===== src/rtl/write_arbiter_pkg.sv =====
// -----------------------------------------------------------------------------
// write_arbiter_pkg
// Shared definitions for the write-back arbiter:
//   - default field widths and LEN_WRITE_D_R (width of {order, pa_rd, data})
//   - write_d_r_t pack/unpack struct for the register-manager write stream
//   - CONTEXT_ZERO, the empty branch-context mask
//   - hazard_hit(), the "this context is being squashed now" predicate
// -----------------------------------------------------------------------------
package write_arbiter_pkg;

  localparam int LEN_CONTEXT_DEF   = 4;
  localparam int LEN_PREG_ADDR_DEF = 6;
  localparam int LEN_WORD_DEF      = 32;
  localparam int LEN_WRITE_D_R     = 1 + LEN_PREG_ADDR_DEF + LEN_WORD_DEF;

  // Widest context mask the hazard helper handles; callers widen to this.
  localparam int CTX_W_MAX = 32;

  localparam logic [LEN_CONTEXT_DEF-1:0] CONTEXT_ZERO = '0;

  // Write-back word as seen by the register manager, order in the MSB.
  typedef struct packed {
    logic                         order;
    logic [LEN_PREG_ADDR_DEF-1:0] pa_rd;
    logic [LEN_WORD_DEF-1:0]      data;
  } write_d_r_t;

  function automatic logic [LEN_WRITE_D_R-1:0] pack_write_d_r(input write_d_r_t w);
    return w;
  endfunction

  function automatic write_d_r_t unpack_write_d_r(input logic [LEN_WRITE_D_R-1:0] v);
    return v;
  endfunction

  // True when a flush is active and the entry belongs to a squashed context.
  function automatic logic hazard_hit(input logic                 hazard,
                                      input logic [CTX_W_MAX-1:0] ctx,
                                      input logic [CTX_W_MAX-1:0] info);
    return hazard & (|(ctx & info));
  endfunction

endpackage


===== src/rtl/write_arbiter_slot.sv =====
// -----------------------------------------------------------------------------
// write_arbiter_slot
// Two-entry in-order buffer for one execution-unit result port. Entries hold
// {pa_rd, data, context}. On a flush, entries of squashed contexts are removed
// at the clock edge and the survivors are compacted towards the head so their
// order is preserved.
// Ports:
//   clk, rst            clock, synchronous active-high reset
//   enq_i, enq_*_i      push one entry (caller guarantees room)
//   deq_i               pop the head (caller guarantees head is valid/unsquashed)
//   flush_i, flush_ctx_i branch hazard strobe and contexts being squashed
//   head_*_o            head entry fields
//   head_valid_o        head entry present
//   count_o             occupancy 0..2
//   ready_o             room for another entry (count < 2), purely registered
// -----------------------------------------------------------------------------
module write_arbiter_slot
  import write_arbiter_pkg::*;
#(
  parameter int LEN_PREG_ADDR = LEN_PREG_ADDR_DEF,
  parameter int LEN_WORD      = LEN_WORD_DEF,
  parameter int LEN_CONTEXT   = LEN_CONTEXT_DEF
) (
  input  logic                     clk,
  input  logic                     rst,
  input  logic                     enq_i,
  input  logic [LEN_PREG_ADDR-1:0] enq_pa_i,
  input  logic [LEN_WORD-1:0]      enq_data_i,
  input  logic [LEN_CONTEXT-1:0]   enq_ctx_i,
  input  logic                     deq_i,
  input  logic                     flush_i,
  input  logic [LEN_CONTEXT-1:0]   flush_ctx_i,
  output logic [LEN_PREG_ADDR-1:0] head_pa_o,
  output logic [LEN_WORD-1:0]      head_data_o,
  output logic [LEN_CONTEXT-1:0]   head_ctx_o,
  output logic                     head_valid_o,
  output logic [1:0]               count_o,
  output logic                     ready_o
);

  localparam int ENT_W = LEN_PREG_ADDR + LEN_WORD + LEN_CONTEXT;

  // Entry 0 is always the head; entry 1 is only meaningful at count 2.
  logic [ENT_W-1:0] ent_q [2];
  logic [ENT_W-1:0] ent_d [2];
  logic [1:0]       count_q, count_d;
  logic             hit0, hit1, keep0, keep1;

  assign hit0 = hazard_hit(flush_i, CTX_W_MAX'(ent_q[0][LEN_CONTEXT-1:0]),
                           CTX_W_MAX'(flush_ctx_i));
  assign hit1 = hazard_hit(flush_i, CTX_W_MAX'(ent_q[1][LEN_CONTEXT-1:0]),
                           CTX_W_MAX'(flush_ctx_i));

  assign keep0 = (count_q != 2'd0) & ~deq_i & ~hit0;
  assign keep1 = (count_q == 2'd2) & ~hit1;

  // Rebuild the queue from survivors in age order, then append the new entry.
  always_comb begin : p_next
    logic [1:0] fill;
    ent_d[0] = ent_q[0];
    ent_d[1] = ent_q[1];
    fill     = 2'd0;
    if (keep0) begin
      ent_d[0] = ent_q[0];
      fill     = 2'd1;
    end
    if (keep1) begin
      ent_d[fill[0]] = ent_q[1];
      fill           = fill + 2'd1;
    end
    if (enq_i && (fill != 2'd2)) begin
      ent_d[fill[0]] = {enq_pa_i, enq_data_i, enq_ctx_i};
      fill           = fill + 2'd1;
    end
    count_d = fill;
  end

  always_ff @(posedge clk) begin
    if (rst) begin
      count_q <= 2'd0;
    end else begin
      count_q <= count_d;
    end
    ent_q[0] <= ent_d[0];
    ent_q[1] <= ent_d[1];
  end

  assign head_pa_o    = ent_q[0][ENT_W-1 -: LEN_PREG_ADDR];
  assign head_data_o  = ent_q[0][LEN_CONTEXT +: LEN_WORD];
  assign head_ctx_o   = ent_q[0][LEN_CONTEXT-1:0];
  assign head_valid_o = (count_q != 2'd0);
  assign count_o      = count_q;
  assign ready_o      = (count_q != 2'd2);

endmodule


===== src/rtl/write_arbiter.sv =====
// -----------------------------------------------------------------------------
// write_arbiter
// Merges completed results from NUM_SRC execution units into one register
// write-back stream {order, pa_rd, data}. Each source has a 2-entry slot;
// an arbiter picks one head per cycle into an output register. Results of
// squashed branch contexts are dropped on input, flushed from the slots, and
// masked on the output (order forced low) in the hazard cycle.
// Ports:
//   clk, rst              clock, synchronous active-high reset
//   src_valid/src_ready   per-source handshake (ready is registered-derived)
//   src_pa_rd/src_data/src_context  packed per-source fields, source i at slice i
//   branch_hazard, hazard_context_info  single-cycle flush and squashed contexts
//   w_write_d_r           {order, pa_rd, data}
// Configuration macro:
//   WRITE_ARB_FIXED_PRIO_EN  defined: fixed priority, lowest index wins, no
//                            round-robin pointer. Undefined: round-robin.
// -----------------------------------------------------------------------------
module write_arbiter
  import write_arbiter_pkg::*;
#(
  parameter int NUM_SRC       = 4,
  parameter int LEN_CONTEXT   = LEN_CONTEXT_DEF,
  parameter int LEN_PREG_ADDR = LEN_PREG_ADDR_DEF,
  parameter int LEN_WORD      = LEN_WORD_DEF
) (
  input  logic                             clk,
  input  logic                             rst,
  input  logic [NUM_SRC-1:0]               src_valid,
  output logic [NUM_SRC-1:0]               src_ready,
  input  logic [NUM_SRC*LEN_PREG_ADDR-1:0] src_pa_rd,
  input  logic [NUM_SRC*LEN_WORD-1:0]      src_data,
  input  logic [NUM_SRC*LEN_CONTEXT-1:0]   src_context,
  input  logic                             branch_hazard,
  input  logic [LEN_CONTEXT-1:0]           hazard_context_info,
  output logic [LEN_PREG_ADDR+LEN_WORD:0]  w_write_d_r
);

  localparam int SRC_W = $clog2(NUM_SRC);

  logic [NUM_SRC-1:0]       enq, deq, cand, head_valid;
  logic [LEN_PREG_ADDR-1:0] head_pa   [NUM_SRC];
  logic [LEN_WORD-1:0]      head_data [NUM_SRC];
  logic [LEN_CONTEXT-1:0]   head_ctx  [NUM_SRC];

  logic             grant_valid;
  logic [SRC_W-1:0] grant_idx;

  logic                     out_valid_q, out_valid_d;
  logic [LEN_PREG_ADDR-1:0] out_pa_q, out_pa_d;
  logic [LEN_WORD-1:0]      out_data_q, out_data_d;
  logic [LEN_CONTEXT-1:0]   out_ctx_q, out_ctx_d;

  for (genvar gi = 0; gi < NUM_SRC; gi++) begin : g_src
    logic [LEN_PREG_ADDR-1:0] in_pa;
    logic [LEN_WORD-1:0]      in_data;
    logic [LEN_CONTEXT-1:0]   in_ctx;
    logic [1:0]               count;
    logic                     drop;

    assign in_pa   = src_pa_rd[gi*LEN_PREG_ADDR +: LEN_PREG_ADDR];
    assign in_data = src_data[gi*LEN_WORD +: LEN_WORD];
    assign in_ctx  = src_context[gi*LEN_CONTEXT +: LEN_CONTEXT];

    // Writes to pa 0 and results already squashed are accepted but never stored.
    assign drop = (in_pa == '0) |
                  hazard_hit(branch_hazard, CTX_W_MAX'(in_ctx), CTX_W_MAX'(hazard_context_info));

    // Accept only while the slot has room.
    assign enq[gi] = src_valid[gi] & (count != 2'd2) & ~drop;

    // A head being squashed this cycle must not win the arbiter.
    assign cand[gi] = head_valid[gi] &
                      ~hazard_hit(branch_hazard, CTX_W_MAX'(head_ctx[gi]),
                                  CTX_W_MAX'(hazard_context_info));

    assign deq[gi] = grant_valid & (grant_idx == SRC_W'(gi));

    write_arbiter_slot #(
      .LEN_PREG_ADDR (LEN_PREG_ADDR),
      .LEN_WORD      (LEN_WORD),
      .LEN_CONTEXT   (LEN_CONTEXT)
    ) u_slot (
      .clk          (clk),
      .rst          (rst),
      .enq_i        (enq[gi]),
      .enq_pa_i     (in_pa),
      .enq_data_i   (in_data),
      .enq_ctx_i    (in_ctx),
      .deq_i        (deq[gi]),
      .flush_i      (branch_hazard),
      .flush_ctx_i  (hazard_context_info),
      .head_pa_o    (head_pa[gi]),
      .head_data_o  (head_data[gi]),
      .head_ctx_o   (head_ctx[gi]),
      .head_valid_o (head_valid[gi]),
      .count_o      (count),
      .ready_o      (src_ready[gi])
    );
  end

`ifdef WRITE_ARB_FIXED_PRIO_EN
  // Lowest index wins: scan downwards so the last assignment is the lowest.
  always_comb begin
    grant_valid = 1'b0;
    grant_idx   = '0;
    for (int k = NUM_SRC - 1; k >= 0; k--) begin
      if (cand[k]) begin
        grant_valid = 1'b1;
        grant_idx   = SRC_W'(k);
      end
    end
  end
`else
  logic [SRC_W-1:0] rr_q, rr_d;

  // First candidate at or after rr, wrapping around.
  always_comb begin : p_arb
    int idx;
    grant_valid = 1'b0;
    grant_idx   = '0;
    idx         = 0;
    for (int k = 0; k < NUM_SRC; k++) begin
      idx = int'(rr_q) + k;
      if (idx >= NUM_SRC) begin
        idx = idx - NUM_SRC;
      end
      if (!grant_valid && cand[SRC_W'(idx)]) begin
        grant_valid = 1'b1;
        grant_idx   = SRC_W'(idx);
      end
    end
  end

  always_comb begin
    rr_d = rr_q;
    if (grant_valid) begin
      rr_d = (grant_idx == SRC_W'(NUM_SRC - 1)) ? '0 : grant_idx + 1'b1;
    end
  end

  always_ff @(posedge clk) begin
    if (rst) begin
      rr_q <= '0;
    end else begin
      rr_q <= rr_d;
    end
  end
`endif

  // Idle cycles load zeros so the write stream reads all-zero when nothing issues.
  always_comb begin
    out_valid_d = grant_valid;
    out_pa_d    = '0;
    out_data_d  = '0;
    out_ctx_d   = LEN_CONTEXT'(CONTEXT_ZERO);
    if (grant_valid) begin
      out_pa_d   = head_pa[grant_idx];
      out_data_d = head_data[grant_idx];
      out_ctx_d  = head_ctx[grant_idx];
    end
  end

  always_ff @(posedge clk) begin
    if (rst) begin
      out_valid_q <= 1'b0;
      out_pa_q    <= '0;
      out_data_q  <= '0;
      out_ctx_q   <= '0;
    end else begin
      out_valid_q <= out_valid_d;
      out_pa_q    <= out_pa_d;
      out_data_q  <= out_data_d;
      out_ctx_q   <= out_ctx_d;
    end
  end

  // The output register can still hold a result whose context is squashed in
  // this very cycle; masking order keeps it from being written.
  assign w_write_d_r = {out_valid_q &
                        ~hazard_hit(branch_hazard, CTX_W_MAX'(out_ctx_q),
                                    CTX_W_MAX'(hazard_context_info)),
                        out_pa_q, out_data_q};

endmodule


===== config.mk =====
export PLATFORM = sky130hd
export DESIGN_NAME = write_arbiter
export DESIGN_NICKNAME = d
export VERILOG_FILES = /design/src/rtl/write_arbiter_pkg.sv /design/src/rtl/write_arbiter_slot.sv /design/src/rtl/write_arbiter.sv
export SDC_FILE = /design/constraint.sdc
export NUM_CORES = 1
export LEC_CHECK = 0
export CORE_ASPECT_RATIO = 2
export CORE_MARGIN = 2
export CORE_UTILIZATION = 60
export DETAILED_ROUTE_END_ITERATION = 8
export HOLD_SLACK_MARGIN = 0.15
export PLACE_DENSITY = 0.85
export SLEW_MARGIN = 0
export SYNTH_ARGS = -nofsm -noshare
export SYNTH_HDL_FRONTEND = slang
export SYNTH_HIERARCHICAL = 1
export SYNTH_SLANG_ARGS = --single-unit

===== constraint.sdc =====
create_clock -name clk -period 10.5 [get_ports clk]
set_clock_uncertainty 0.05 [all_clocks]
set_input_delay 2.1 -clock clk [delete_from_list [all_inputs] [get_ports clk]]
set_output_delay 2.1 -clock clk [all_outputs]
set_load 0.01 [all_outputs]

; Yosys cells after proc, flatten, opt, wreduce, memory -nomap -nowiden
; Memories as Yosys holds them, arrays and structs flattened.
; Index checks and enable logic that the tools add are counted.
[word_totals]
n_memories = 4
output_inout_bits = 43
inputBits = 179
mem_bits_rw = 336
ff_bits = 53
[op_classes]
bitwise_logic = 86
n_eq_ne = 15
muxes = 78
add_sub_neg = 16
order_cmp = 25
n_reduce_logical = 41
[memory_table]
columns = name, words, width, rd, rd_clocked_by_memory_dff, write_ports, line
row1 = g_src[0].u_slot.ent_q, 2, 42, 2, 0, 2, write_arbiter_slot.sv:44  ; logic [ENT_W-1:0] ent_q [2];
row2 = g_src[1].u_slot.ent_q, 2, 42, 2, 0, 2, write_arbiter_slot.sv:44
row3 = g_src[2].u_slot.ent_q, 2, 42, 2, 0, 2, write_arbiter_slot.sv:44
row4 = g_src[3].u_slot.ent_q, 2, 42, 2, 0, 2, write_arbiter_slot.sv:44
[ops]
columns = op, n
row1 = $bwmux W84, 8
row2 = $mux W84, 8
row3 = $reduce_or A32 Y1, 13
row4 = $demux W42 S1, 8
row5 = $mux W42, 8
row6 = $bmux W32 S2, 1
row7 = $mux W32, 2
row8 = $and A4 B4 Y4, 13
row9 = $and A1 B1 Y1, 42
row10 = $mux W2, 17
row11 = $logic_not A6 Y1, 4
row12 = $not A1 Y1, 18
row13 = $ge A2 B2 Y1 const B, 8
row14 = $lt A2 B1 Y1 const B, 8
row15 = $lt A2 B4 Y1 const B, 4
row16 = $mux W1, 16
row17 = $ne A2 B2 Y1 const B, 8
row18 = $not A1 Y2, 8
row19 = $logic_and A1 B1 Y1, 15
row20 = $bmux W6 S2, 1
row21 = $eq A2 B2 Y1 const B, 6
row22 = $ge A3 B3 Y1 const B, 4
row23 = $mux W6, 2
row24 = $add A2 B1 Y2 const B, 5
row25 = 15 further kinds, 34

; Logic depth before layout (Yosys ltp)
; An unclocked memory read counts as a cell.
[depth]
depth_word = 34
ltp_mapped = 19
ltp_nobuf = 15

; Modules after synthesis
; The synthesis kept the hierarchy.
[modules_own_cells]
columns = module, cells_per_inst, area_each_um2, n_inst
row1 = write_arbiter_slot at g_src[1].u_slot ..., 340, 3791.1, 3
row2 = write_arbiter_slot at g_src[0].u_slot, 340, 3789.9, 1
row3 = write_arbiter, 279, 2821.5, 1

; Worst setup path before layout
; OpenSTA, ideal clock, no wires.
[synth_path]
kind = in2reg
start = input hazard_context_info[3]
end = memory g_src[0].u_slot/ent_q[0][42] (netlist name) (enable)
setup_time_ns = 0.403
slack_ns = 4.644
t_required_ns = 10.047
path_buffers = 3
path_stages = 13
arrival_ns = 5.403
path_cell_list = buf_4 > a22o_1 > o21ai_1 > nand2_1 > nand2_1 > o211ai_4 > buf_12 > buf_12 > ha_1 > and2_1 > or3_2 > ha_1 > and2_1
[synth_rtl]
columns = element, line
row1 = "start, declared", write_arbiter.sv:34  ; input logic [LEN_CONTEXT-1:0] hazard_context_info,
row2 = "end, declared", write_arbiter_slot.sv:44

==> qor.csv <==
stage,metric,value,unit
hold_path,hold path startpoint,g_src[0].u_slot/ent_q[0][56],
routing,DRC,0,
grt,largest net degree at the start of global routing,86,
cells_and_area,number of nets in the layout,1839,
yosys,dominant synthesized flop cell,dfxtp_1,
critical_path,Crit Path Category,input port to flip-flop,
grt,initial antenna violation count,5,
power_and_ir_drop,PnR Total Power,4.033,mW
yosys,Yosys cell types,46,
grt,remaining global-route overflow,0,
timing,Final WS setup,3834,ps
clocking,CTS tree,yes,
clocking,Worst-path clk slew,60,ps
timing,fmax,0.1500,GHz
grt,first-pass GRT wire length,63170,µm
yosys,Post-synth EDFFs,168,
critical_path,r2r endpoint,g_src[1].u_slot/ent_q[0][28],
cells_and_area,Layout area overhead,11.79,%
die,die width,126.4,µm
critical_path,worst setup path startpoint,hazard_context_info[0],
power_and_ir_drop,Sw Pwr,1.081,mW
yosys,"FF+latch count, synth",389,
timing,fin crit period,6666,ps
timing,Worst-Margin Slew,1134,ps
hold_path,hold path depth,2,
hold_path,Worst Hold End,g_src[0].u_slot/ent_q[0][14],
timing,Hold WS,487.0,ps
routing,DR pass1 iterations,7,
timing,setup violators final,0,
routing,DR vias/cell,5.644,
critical_path,CP Max Fanout,54,
clocking,root buf cell,clkbuf_16,
timing,RSZ-0062 raised after global routing,no,
die,core box area,29510,µm²
clocking,clk_lat worst skew,520,ps
clocking,post_cts resized,0,
yosys,Post-Synthesis Cells,1639,
place,Place WS,3396,ps
critical_path,critical register-to-register path startpoint,g_src[1].u_slot/ent_q[0][0],
cells_and_area,post-route cell area,20110,µm²
die,row count,89,
power_and_ir_drop,Pwr Density,200.6,nW/µm²
place,post-DP HPWL,27990,µm
yosys,Mapped Area,17980,µm²
timing,Fin. Hold Viols,0,
timing,final-report max-slew violation count,0,
place,GP Congestion,0.8439,
routing,WL per Instance,19.74,µm
grt,total track usage,25.16,%
die,Die Y,248.8,µm
clocking,clk buf depth,3,
die,# IOs,222,
routing,routed wire length,40300,µm
place,port bufs,221,
yosys,Commonest cells post-synth,"mux2i_1, dfxtp_1, nor2_1",
power_and_ir_drop,Max VDD drop,0.2103,mV
clocking,Clock Sinks,389,
power_and_ir_drop,sw frac,26.80,%
routing,Detail Route Antenna Nets,0,
critical_path,Crit. End Element,flip-flop,
hold_path,min-delay worst type,flip-flop to flip-flop,
power_and_ir_drop,sequential power share,48.1,%
cells_and_area,FILL cells,2149,
cells_and_area,layout cells sized above 1,6.340,%
critical_path,Worst EP required,10820,ps
cells_and_area,multi-input logic area,6549,µm²
routing,vias,11526,
flow_run,max-cap viol count,0,
die,die area,31460,µm²
yosys,Synth area leader,edfxtp_1,
power_and_ir_drop,Pint,2.952,mW
timing,final setup TNS,0,ps
timing,relative slew slack,24.06,%
cells_and_area,sequential standard cell area,9469,µm²
yosys,"Seq/Total Area, Yosys",52.65,%
yosys,synth top area cells,"edfxtp_1, dfxtp_1, mux2i_1, buf_4, and2_1",
power_and_ir_drop,combinational power share,18.9,%
yosys,Synth top area share,28.05,%
clocking,htree depth,2,
power_and_ir_drop,Clock Power Share,33.1,%
clocking,CTS Hold Bufs,0,
yosys,Post-synth ARST share,0,%
yosys,Mapped Avg Cell Area,10.97,µm²
critical_path,flop2flop setup slack,6030,ps
routing,initial DRC count,891,
timing,Tcrit/Tclk final,63.48,%
yosys,Synthesized Nets,1830,
critical_path,Worst Setup Start Kind,input port,
yosys,most frequent cell after synthesis,mux2i_1,
power_and_ir_drop,Leak Pwr,9.118,nW
clocking,setup bufs post-CTS,0,
clocking,TritonCTS Buffers,34,
grt,vias in the first global route,11783,
status,outcome,"finished, final reports clean",
die,Initial Util,60.95,%
place,dpl cell area,18910,µm²
critical_path,Crit path arrival time,6990,ps
critical_path,worst r2r path cells,14,
yosys,Synth Warn #,6,
-- worst max-delay path, cell delays in order --
cell and delay [ps]:
clkdlybuf4s50_1 930, a22o_1 250, o21ai_1 70, nand2_1 250, nand2_4 90, o211ai_4 170
buf_4 780, ha_1 270, and2_1 200, nor3_1 100, ha_1 340, or3_2 720
buf_4 400, nor2_1 180, a21oi_1 80
-- power by group through the flow --
stage / sequential, mW / combinational [mW] / clock [mW]
final: 1.94 / 0.761 / 1.33
after global routing: 1.96 / 0.823 / 1.40
after CTS: 1.94 / 0.759 / 1.35
after detailed placement: 1.97 / 0.753 / 0
after global placement: 1.95 / 0.729 / 0
after floorplan: 1.93 / 0.698 / 0
-- layout make-up --
type	count	share of cell area [%]
Antenna cell	6	0.07468
Clock buffer	48	4.910
Clock inverter	12	0.9584
Inverter	32	0.5974
Multi-Input combinational cell	956	32.57
Sequential cell	389	47.10
Tap cell	364	2.265
Timing Repair Buffer	235	11.53
-- metrics by stage --
| stage | util [%] | cells |
|---|---|---|
| finish | 68.13 | 2042 |
| global route | 68.12 | 2041 |
| CTS | 68.08 | 2036 |
| detailed placement | 64.08 | 1976 |
| global placement | 64.08 | 1976 |
| floorplan | - | 1639 |
-- routing by layer --
layer | global-route usage [%] | part of all wire (%) | vias to the layer above
met4 | 12.28 | 4.5 | 0
li1 | - | - | 5554
met5 | 0 | 0 | -
met1 | 30.76 | 39 | 5500
met3 | 2.985 | 4.6 | 97
met2 | 43.58 | 52 | 375
-- sequential cells by signal (all words and copies together), names as in the netlist --
name                  flops
g_src.u_slot/ent_q      336
out_ctx_q                 4
out_valid_q               1
out_data_q               32
out_pa_q                  6
rr_q                      2
g_src.u_slot/count_o      8
-- layout by cell type (no fill, tap or decap), types with 8 or more instances in the layout --
cell type and n:
clkbuf_1 9, inv_1 31, nor2_1 183, nand2_1 15
clkdlybuf4s50_1 221, clkbuf_16 37, ha_1 12, dfxtp_1 221
o22ai_1 42, buf_4 14, and2_1 172, a21oi_1 177
a22oi_1 18, a22o_1 8, mux2i_1 253, edfxtp_1 168
o21ai_0 9
-- how the worst max path moves through the flow --
stage,end,cells after the start
global placement,g_src[3].u_slot/ent_q[0][71],15
global route,g_src[3].u_slot/ent_q[0][74],15
finish,g_src[1].u_slot/ent_q[0][28],15
floorplan,g_src[0].u_slot/ent_q[0][42],13
CTS,g_src[3].u_slot/ent_q[0][74],15
detailed placement,g_src[3].u_slot/ent_q[0][19],16
-- kinds of logic after synthesis --
kind of cell    after synthesis  share of synthesized area [%]
flops                       389                          52.65
fa+ha+maj                    12                         0.8348
compound gates              290                          10.05
buf+inv                     294                          11.10
mux                         253                          14.08
simple gates                401                          11.28
(Power assumes the default switching activity.)
